### config.mk
export PLATFORM = sky130hd
export DESIGN_NAME = core_run_ctrl
export DESIGN_NICKNAME = d
export VERILOG_FILES = /design/src/rtl/core_ctrl_pkg.sv /design/src/rtl/imem_load_seq.sv /design/src/rtl/core_run_ctrl.sv
export SDC_FILE = /design/constraint.sdc
export NUM_CORES = 1
export LEC_CHECK = 0
export CORE_MARGIN = 1.5
export CORE_UTILIZATION = 30
export DETAILED_ROUTE_END_ITERATION = 8
export MAX_ROUTING_LAYER = met4
export SYNTH_ARGS = -nofsm -noshare
export SYNTH_HDL_FRONTEND = slang
export SYNTH_HIERARCHICAL = 1
export SYNTH_SLANG_ARGS = --single-unit
### constraint.sdc
create_clock -name clk -period 2.7 [get_ports clk]
set_clock_uncertainty 0.15 [all_clocks]
set_input_delay 0.81 -clock clk [delete_from_list [all_inputs] [get_ports clk]]
set_output_delay 0.81 -clock clk [all_outputs]
set_load 0.02 [all_outputs]
### src/rtl/core_ctrl_pkg.sv
// ============================================================================
// Module  : core_ctrl_pkg
// Brief   : Shared run-controller FSM encoding and instruction-size helper.
// Revision: 1.0
// ============================================================================
`default_nettype none

package core_ctrl_pkg;

  localparam int c_STATE_W = 3;

  typedef enum logic [c_STATE_W-1:0] {
    ST_IDLE = 3'd0,
    ST_LOAD = 3'd1,
    ST_INIT = 3'd2,
    ST_HALT = 3'd3,
    ST_RUN  = 3'd4,
    ST_STEP = 3'd5
  } state_t;

  function automatic int instr_bytes(input int reg_bits);
    return reg_bits / 8;
  endfunction

endpackage

`default_nettype wire

### src/rtl/imem_load_seq.sv
// ============================================================================
// Module  : imem_load_seq
// Brief   : Loader byte address sequencer with overflow and alignment checks.
// Revision: 1.0
// ============================================================================
`default_nettype none

module imem_load_seq #(
  parameter int IMEM_BYTES  = 256,
  parameter int INSTR_BYTES = 4,
  parameter int AW          = 8
) (
  input  logic          clk,
  input  logic          reset_n,
  input  logic          i_clr,
  input  logic          i_active,
  input  logic          i_valid,
  input  logic          i_last,
  output logic          o_we,
  output logic [AW-1:0] o_addr,
  output logic          o_err
);

  localparam logic [AW-1:0] c_LAST_ADDR  = AW'(IMEM_BYTES - 1);
  localparam logic [AW-1:0] c_ALIGN_MASK = AW'(INSTR_BYTES - 1);

  logic [AW-1:0] r_addr;
  logic          r_ovf;
  logic          r_err;
  logic          w_accept;
  logic          w_at_end;
  logic          w_misaligned;

  assign w_accept     = i_active & i_valid;
  assign w_at_end     = (r_addr == c_LAST_ADDR);
  // Byte count at ld_last is r_addr+1, so it is whole-instruction only when
  // the low address bits are all ones.
  assign w_misaligned = ((r_addr & c_ALIGN_MASK) != c_ALIGN_MASK);

  always_ff @(posedge clk) begin
    if (!reset_n || i_clr) begin
      r_addr <= '0;
      r_ovf  <= 1'b0;
      r_err  <= 1'b0;
    end else if (w_accept && !r_ovf) begin
      if (i_last) begin
        if (w_misaligned) begin
          r_err <= 1'b1;
        end
      end else if (w_at_end) begin
        r_ovf <= 1'b1;
        r_err <= 1'b1;
      end else begin
        r_addr <= r_addr + 1'b1;
      end
    end
  end

  assign o_we   = w_accept & ~r_ovf;
  assign o_addr = r_addr;
  assign o_err  = r_err;

endmodule

`default_nettype wire

### src/rtl/core_run_ctrl.sv
// ============================================================================
// Module  : core_run_ctrl
// Brief   : Program loader and run/step/halt controller for the stack core.
// Revision: 1.0
// ============================================================================
`default_nettype none

module core_run_ctrl
  import core_ctrl_pkg::*;
#(
  parameter int REG_BITS   = 32,
  parameter int IMEM_BYTES = 256
) (
  input  logic                          clk,
  input  logic                          reset_n,
  input  logic                          ld_valid,
  input  logic [7:0]                    ld_data,
  input  logic                          ld_last,
  output logic                          ld_ready,
  input  logic                          cmd_run,
  input  logic                          cmd_step,
  input  logic                          cmd_halt,
  output logic                          imem_we,
  output logic [$clog2(IMEM_BYTES)-1:0] imem_waddr,
  output logic [7:0]                    imem_wdata,
  output logic                          core_init,
  output logic                          core_en,
  output logic [2:0]                    state_o,
  output logic [31:0]                   instr_count,
  output logic                          load_err
);

  localparam int INSTR_BYTES = instr_bytes(REG_BITS);
  localparam int AW          = $clog2(IMEM_BYTES);

  state_t        r_state;
  state_t        w_next;
  logic          w_clr;
  logic          w_seq_we;
  logic [31:0]   r_instr_count;

  always_ff @(posedge clk) begin
    if (!reset_n) begin
      r_state <= ST_IDLE;
    end else begin
      r_state <= w_next;
    end
  end

  always_comb begin
    w_next = r_state;
    w_clr  = 1'b0;
    case (r_state)
      ST_IDLE: if (ld_valid) w_next = ST_LOAD;
      ST_LOAD: if (ld_valid && ld_last) w_next = ST_INIT;
      ST_INIT: w_next = ST_HALT;
      ST_HALT: begin
        if (cmd_halt) begin
          w_next = ST_HALT;
        end else if (cmd_step) begin
          w_next = ST_STEP;
        end else if (cmd_run) begin
          w_next = ST_RUN;
        end else if (ld_valid) begin
          w_next = ST_LOAD;
          w_clr  = 1'b1;
        end
      end
      ST_RUN:  if (cmd_halt) w_next = ST_HALT;
      ST_STEP: w_next = ST_HALT;
      default: w_next = ST_IDLE;
    endcase
  end

  imem_load_seq #(
    .IMEM_BYTES  (IMEM_BYTES),
    .INSTR_BYTES (INSTR_BYTES),
    .AW          (AW)
  ) u_load_seq (
    .clk      (clk),
    .reset_n  (reset_n),
    .i_clr    (w_clr),
    .i_active (r_state == ST_LOAD),
    .i_valid  (ld_valid),
    .i_last   (ld_last),
    .o_we     (w_seq_we),
    .o_addr   (imem_waddr),
    .o_err    (load_err)
  );

  // Strobes are masked by reset_n so an abort in the reset cycle itself
  // cannot leak a final imem write or core_en pulse.
  assign ld_ready   = reset_n & (r_state == ST_LOAD);
  assign imem_we    = reset_n & w_seq_we;
  assign imem_wdata = ld_data;
  assign core_init  = reset_n & (r_state == ST_INIT);
  assign core_en    = reset_n & ((r_state == ST_RUN) | (r_state == ST_STEP));
  assign state_o    = r_state;

  always_ff @(posedge clk) begin
    if (!reset_n || core_init) begin
      r_instr_count <= '0;
    end else if (core_en) begin
      r_instr_count <= r_instr_count + 32'd1;
    end
  end

  assign instr_count = r_instr_count;

endmodule

`default_nettype wire
# [Word-level counts from Yosys, hierarchy flattened]
# Cells that the tools add are included.
[word_totals] register_bits=45 out_inout_bits=56 wordCells=55
[classes] eq_ne=10 n_addsub=2 reduce_logical=13 bitwise=10 n_mux=15
[op_table] operator="$add A32 B1 Y32 const B" count=1
[op_table] operator="$mux W3" count=6
[op_table] operator="$pmux W3 S5" count=1
[op_table] operator="$reduce_and A3 Y1" count=3
[op_table] operator="$add A8 B1 Y8 const B" count=1
[op_table] operator="$eq A8 B8 Y1 const B" count=1
[op_table] operator="$mux W1" count=8
[op_table] operator="$and A1 B1 Y1" count=6
[op_table] operator="$eq A3 B2 Y1 const B" count=2
[op_table] operator="$eq A3 B3 Y1 const B" count=2
[op_table] operator="$ne A2 B2 Y1 const B" count=3
[op_table] operator="$eq A3 B1 Y1 const B" count=1
[op_table] operator="$logic_not A3 Y1" count=1
[op_table] operator="$not A1 Y1" count=3
[op_table] operator="$logic_and A1 B1 Y1" count=2
[op_table] operator="$logic_not A1 Y1" count=2
[op_table] operator="$logic_or A1 B1 Y1" count=2
[op_table] operator="$ne A2 B1 Y1 const B" count=1
[op_table] operator="$reduce_and A2 Y1" count=1
[op_table] operator="$reduce_bool A2 Y1" count=1
[op_table] operator="$reduce_or A2 Y1" count=1
[op_table] operator="$or A1 B1 Y1" count=1

# [Longest topological paths before layout]
[depth] word_depth=6 mapped_depth=7

# [Modules after synthesis]
# The synthesis kept the hierarchy.
[modules_own_cells] module="core_run_ctrl" seq_area_each_um2=700.7 cells_each=226 area_each_um2=1848.0 n_inst=1
[modules_own_cells] module="imem_load_seq" seq_area_each_um2=200.2 cells_each=53 area_each_um2=481.7 n_inst=1

# [Least setup slack after synthesis]
# No wires, ideal clock.
[synth_timing] path_kind="input to output" from="in reset_n" to="out core_init" required_time_ps=1740 cell_stages=2 t_arrival_ps=1361 path_slack_ps=379 path_buffers=0 path_cell_list="inv_1 nor3_1"
[synth_via] elab_chain_len=1
[synth_lines] item="start: declaration" line="core_run_ctrl.sv:15" source="input logic reset_n,"
[synth_lines] item="$and A1 B1 Y1" line="core_run_ctrl.sv:96" source="assign core_init = reset_n & (r_state == ST_INIT);"
[synth_lines] item="end: declaration" line="core_run_ctrl.sv:26" source="output logic core_init,"
# Every way passes these cells.

# [Worst setup path in the final report]
[layout_timing] from="in ld_valid" to="out imem_we"
[layout_via] elab_chain_len=3
[layout_lines] item="start: declaration" line="core_run_ctrl.sv:16" source="input logic ld_valid,"
[layout_lines] item="$and A1 B1 Y1" line="imem_load_seq.sv:34" source="assign w_accept = i_active & i_valid;"
[layout_lines] item="$and A1 B1 Y1" line="imem_load_seq.sv:59" source="assign o_we = w_accept & ~r_ovf;"
[layout_lines] item="net w_seq_we" line="core_run_ctrl.sv:39" source="logic w_seq_we;"
[layout_lines] item="$and A1 B1 Y1" line="core_run_ctrl.sv:94" source="assign imem_we = reset_n & w_seq_we;"
[layout_lines] item="end: declaration" line="core_run_ctrl.sv:23" source="output logic imem_we,"
# The timed path passes the listed nets, and every way through them passes these cells.

==> metrics.md <==
| Metric | Value |
|---|---|
| TritonCTS Sinks | 45 |
| Synthesis-stage register bit count | 45 |
| Number of global-route vias before repair | 2095 |
| Most frequent cells in the layout | 49 x clkdlybuf4s50_1, 45 x dfxtp_1, 30 x a21oi_1 |
| Critical-path cell list | clkdlybuf4s50_1, nand2_1, nor2_2, and2_4, buf_6 |
| Initial Utilization | 31.6% |
| Crit share post-route | 98.6% |
| FILL cells | 761 |
| CP Capture Type | primary output |
| Setup crit start kind | input pin |
| IO Pins | 71 |
| CP peak stage delay | 480 ps |
| Rel. slew slack | 62.0% |
| Met1 WL | 2660 um |
| Vias | 2245 |
| Max cap viols | 0 |
| Number of distinct library cells after synthesis | 42 |
| Register area | 901 um^2 |
| CP max stage cell | clkdlybuf4s50_1 |
| Arrival time of the worst setup path | 1700 ps |
| Pre-Repair DR Iteration Count | 4 |
| Residual DRC | 0 |
| Hold_ws | 336 ps |
| Sequential share of the synthesized area | 38.7% |
| CTS tree | yes |
| CP required | 1740 ps |
| HPWL after detailed placement | 4180 um |
| Via density per instance | 5.17 |
| Grt total ovfl | 0 |
| Clock slew seen by the registers of the worst setup and hold paths | 80 ps |
| GRT Overall Usage | 14.6% |
| Overall Power | 0.00126 W |
| Status | finished, final reports clean |
| Total length of routed wires | 5760 um |
| Met2 Routed Length | 2750 um |
| Crit path max fanout | 2 |
| Multi-input logic area | 1290 um^2 |
| Yosys warning count | 6 |
| WL/cell | 13.3 um |
| Max Clk Rate | 0.376 GHz |
| Fraction of registers with async set/reset | 0% |
| # diodes | 0 |
| Post-route ant nets | 0 |
| Hold-fix buffers at CTS | 0 |
| Avg Inst Size Synth | 8.35 um^2 |
| Clk root buf | clkbuf_8 |
| Mapped Cells | 279 |
| Most common cell after layout, fill and taps aside | clkdlybuf4s50_1 |
| Pin count of the biggest net entering global routing | 21 |
| Post-synth EDFFs | 0 |
| Initial drt markers | 62 |
| Post-synthesis net count | 296 |
| Chip height | 91.1 um |
| H-Tree Level Count | 2 |
| Final hold violations | 0 |
| Row cnt | 31 |
| Most used DFF post-synth | dfxtp_1 |
| Core area | 7370 um^2 |
| Pins Over Slew Limit | 0 |
| First-pass GRT wire length | 9730 um |
| Final #Nets | 351 |
| Inserted Clock Buffers | 5 |
| Final cell count without fillers | 434 |
| Die W | 91.1 um |
| Layout cells sized above 1 | 11.0% |
| DR WL met3 | 295 um |
| Routability Congestion | 0.796 |
| Initial antenna violation count | 0 |
| Crit Path Category | input pin to primary output |
| Cell Area, Synth | 2330 um^2 |
| Clock Path Buffers | 2 |
| Clock latency on the worst-skew pair | 300 ps |
| P_leak | 0.977 nW |
| Final setup vio count | 0 |
| Placed cell count | 426 |
| Area Overhead vs Synth | 33.2% |
| Die area | 8300 um^2 |
| PD cells | 405 nW/um^2 |
| Slew @ Worst Pin | 570 ps |
| DR top layer | met4 |
| HP Class | flip-flop to flip-flop |
| Worst vdd ir | 0.260 mV |
| Period minus WS final | 2660 ps |
| RSZ-0062 raised after global routing | no |
| Port bufs | 54 |
[cell usage after synthesis (all sizes together), types with 2 or more instances]
library cell	count	area share, %
dfxtp	45	39
a21oi	30	6.4
nand4	9	3.0
or4	16	5.2
nor2	24	3.9
o21ai	14	3.0
nand2	16	2.6
and2	3	0.81
o211ai	2	1.2
nor4	5	1.3
or3	12	3.2
and3	3	0.81
nand2b	4	1.1
a211oi	2	0.64
nor3	8	1.7
inv	6	0.97
buf	14	4.5
or2	2	0.54
and4	4	1.5
nand3	11	2.4
xor2	5	1.9
xnor2	9	3.4
ha	2	1.1
clkbuf	8	1.3
o31ai	15	4.8
[critical path, delay by kind of cell]
family	cells	cell delay (ps)
buf+inv	2	590
simple gates	3	320
[sequential cells by signal (all words and copies together) (netlist names)]
| signal | count |
|---|---|
| state_o | 3 |
| u_load_seq/r_ovf | 1 |
| u_load_seq/o_addr | 8 |
| instr_count | 32 |
| u_load_seq/o_err | 1 |
[routing by layer]
metal	track usage (%)	up-vias
met3	4.10	4
met1	18.3	1055
met2	22.9	46
li1	-	1140
met5	-	-
met4	4.17	0
[stage by stage]
stage                     TNS [ps]  setup WS, ps  utilization [%]  area, um^2
after floorplan                  0           379                -        2330
after global placement       -8760          -512             40.7        3000
after detailed placement     -9750          -520             40.7        3000
after CTS                        0          5.77             41.9        3090
after global routing             0          1.86             42.1        3100
final                            0          37.8             42.1        3100
[logic make-up (layout without fill, tap and decap cells)]
kind of cell,Yosys count,in the layout,share of synthesized area [%]
AO/OA/AOI/OAI,67,67,17.6
XOR/XNOR,14,14,5.26
adder cells (fa/ha/maj),2,2,1.07
buffers and inverters,28,84,6.71
flip-flops,45,45,38.7
multiplexers,1,1,0.430
AND/OR/NAND/NOR,122,122,30.2
[path summary, 6_finish.rpt]
check,from,to,slack (ps),depth (start not counted)
min reg2reg,u_load_seq/o_err$_SDFFE_PP0P_,u_load_seq/o_err$_SDFFE_PP0P_,340,2
min,u_load_seq/o_err$_SDFFE_PP0P_,u_load_seq/o_err$_SDFFE_PP0P_,340,2
max,ld_valid,imem_we,40,5
max reg2reg,instr_count[9]$_SDFFE_PP0P_,instr_count[27]$_SDFFE_PP0P_,390,4
[repair_timing]
item	CTS	global route
pin swaps	0	0
buffers inserted	0	0
hold endpoints to repair	0	0
endpoints found under the setup margin	20	3
resized for setup	12	6
[layout make-up]
class	count	share of cell area [%]
multi-input combinational	206	41.4
timing repair buffer	70	21.7
tap	99	3.99
clock buffer	6	2.66
sequential	45	29.0
clock inverter	2	0.443
inverter	6	0.726
[power breakdown]
part           internal [W]  total [W]  switching [W]
registers          0.000669   0.000676     0.00000626
clock network      0.000208   0.000450       0.000242
logic             0.0000593   0.000133      0.0000733
total              0.000937    0.00126       0.000321
Power figures use the tool's default switching activity.
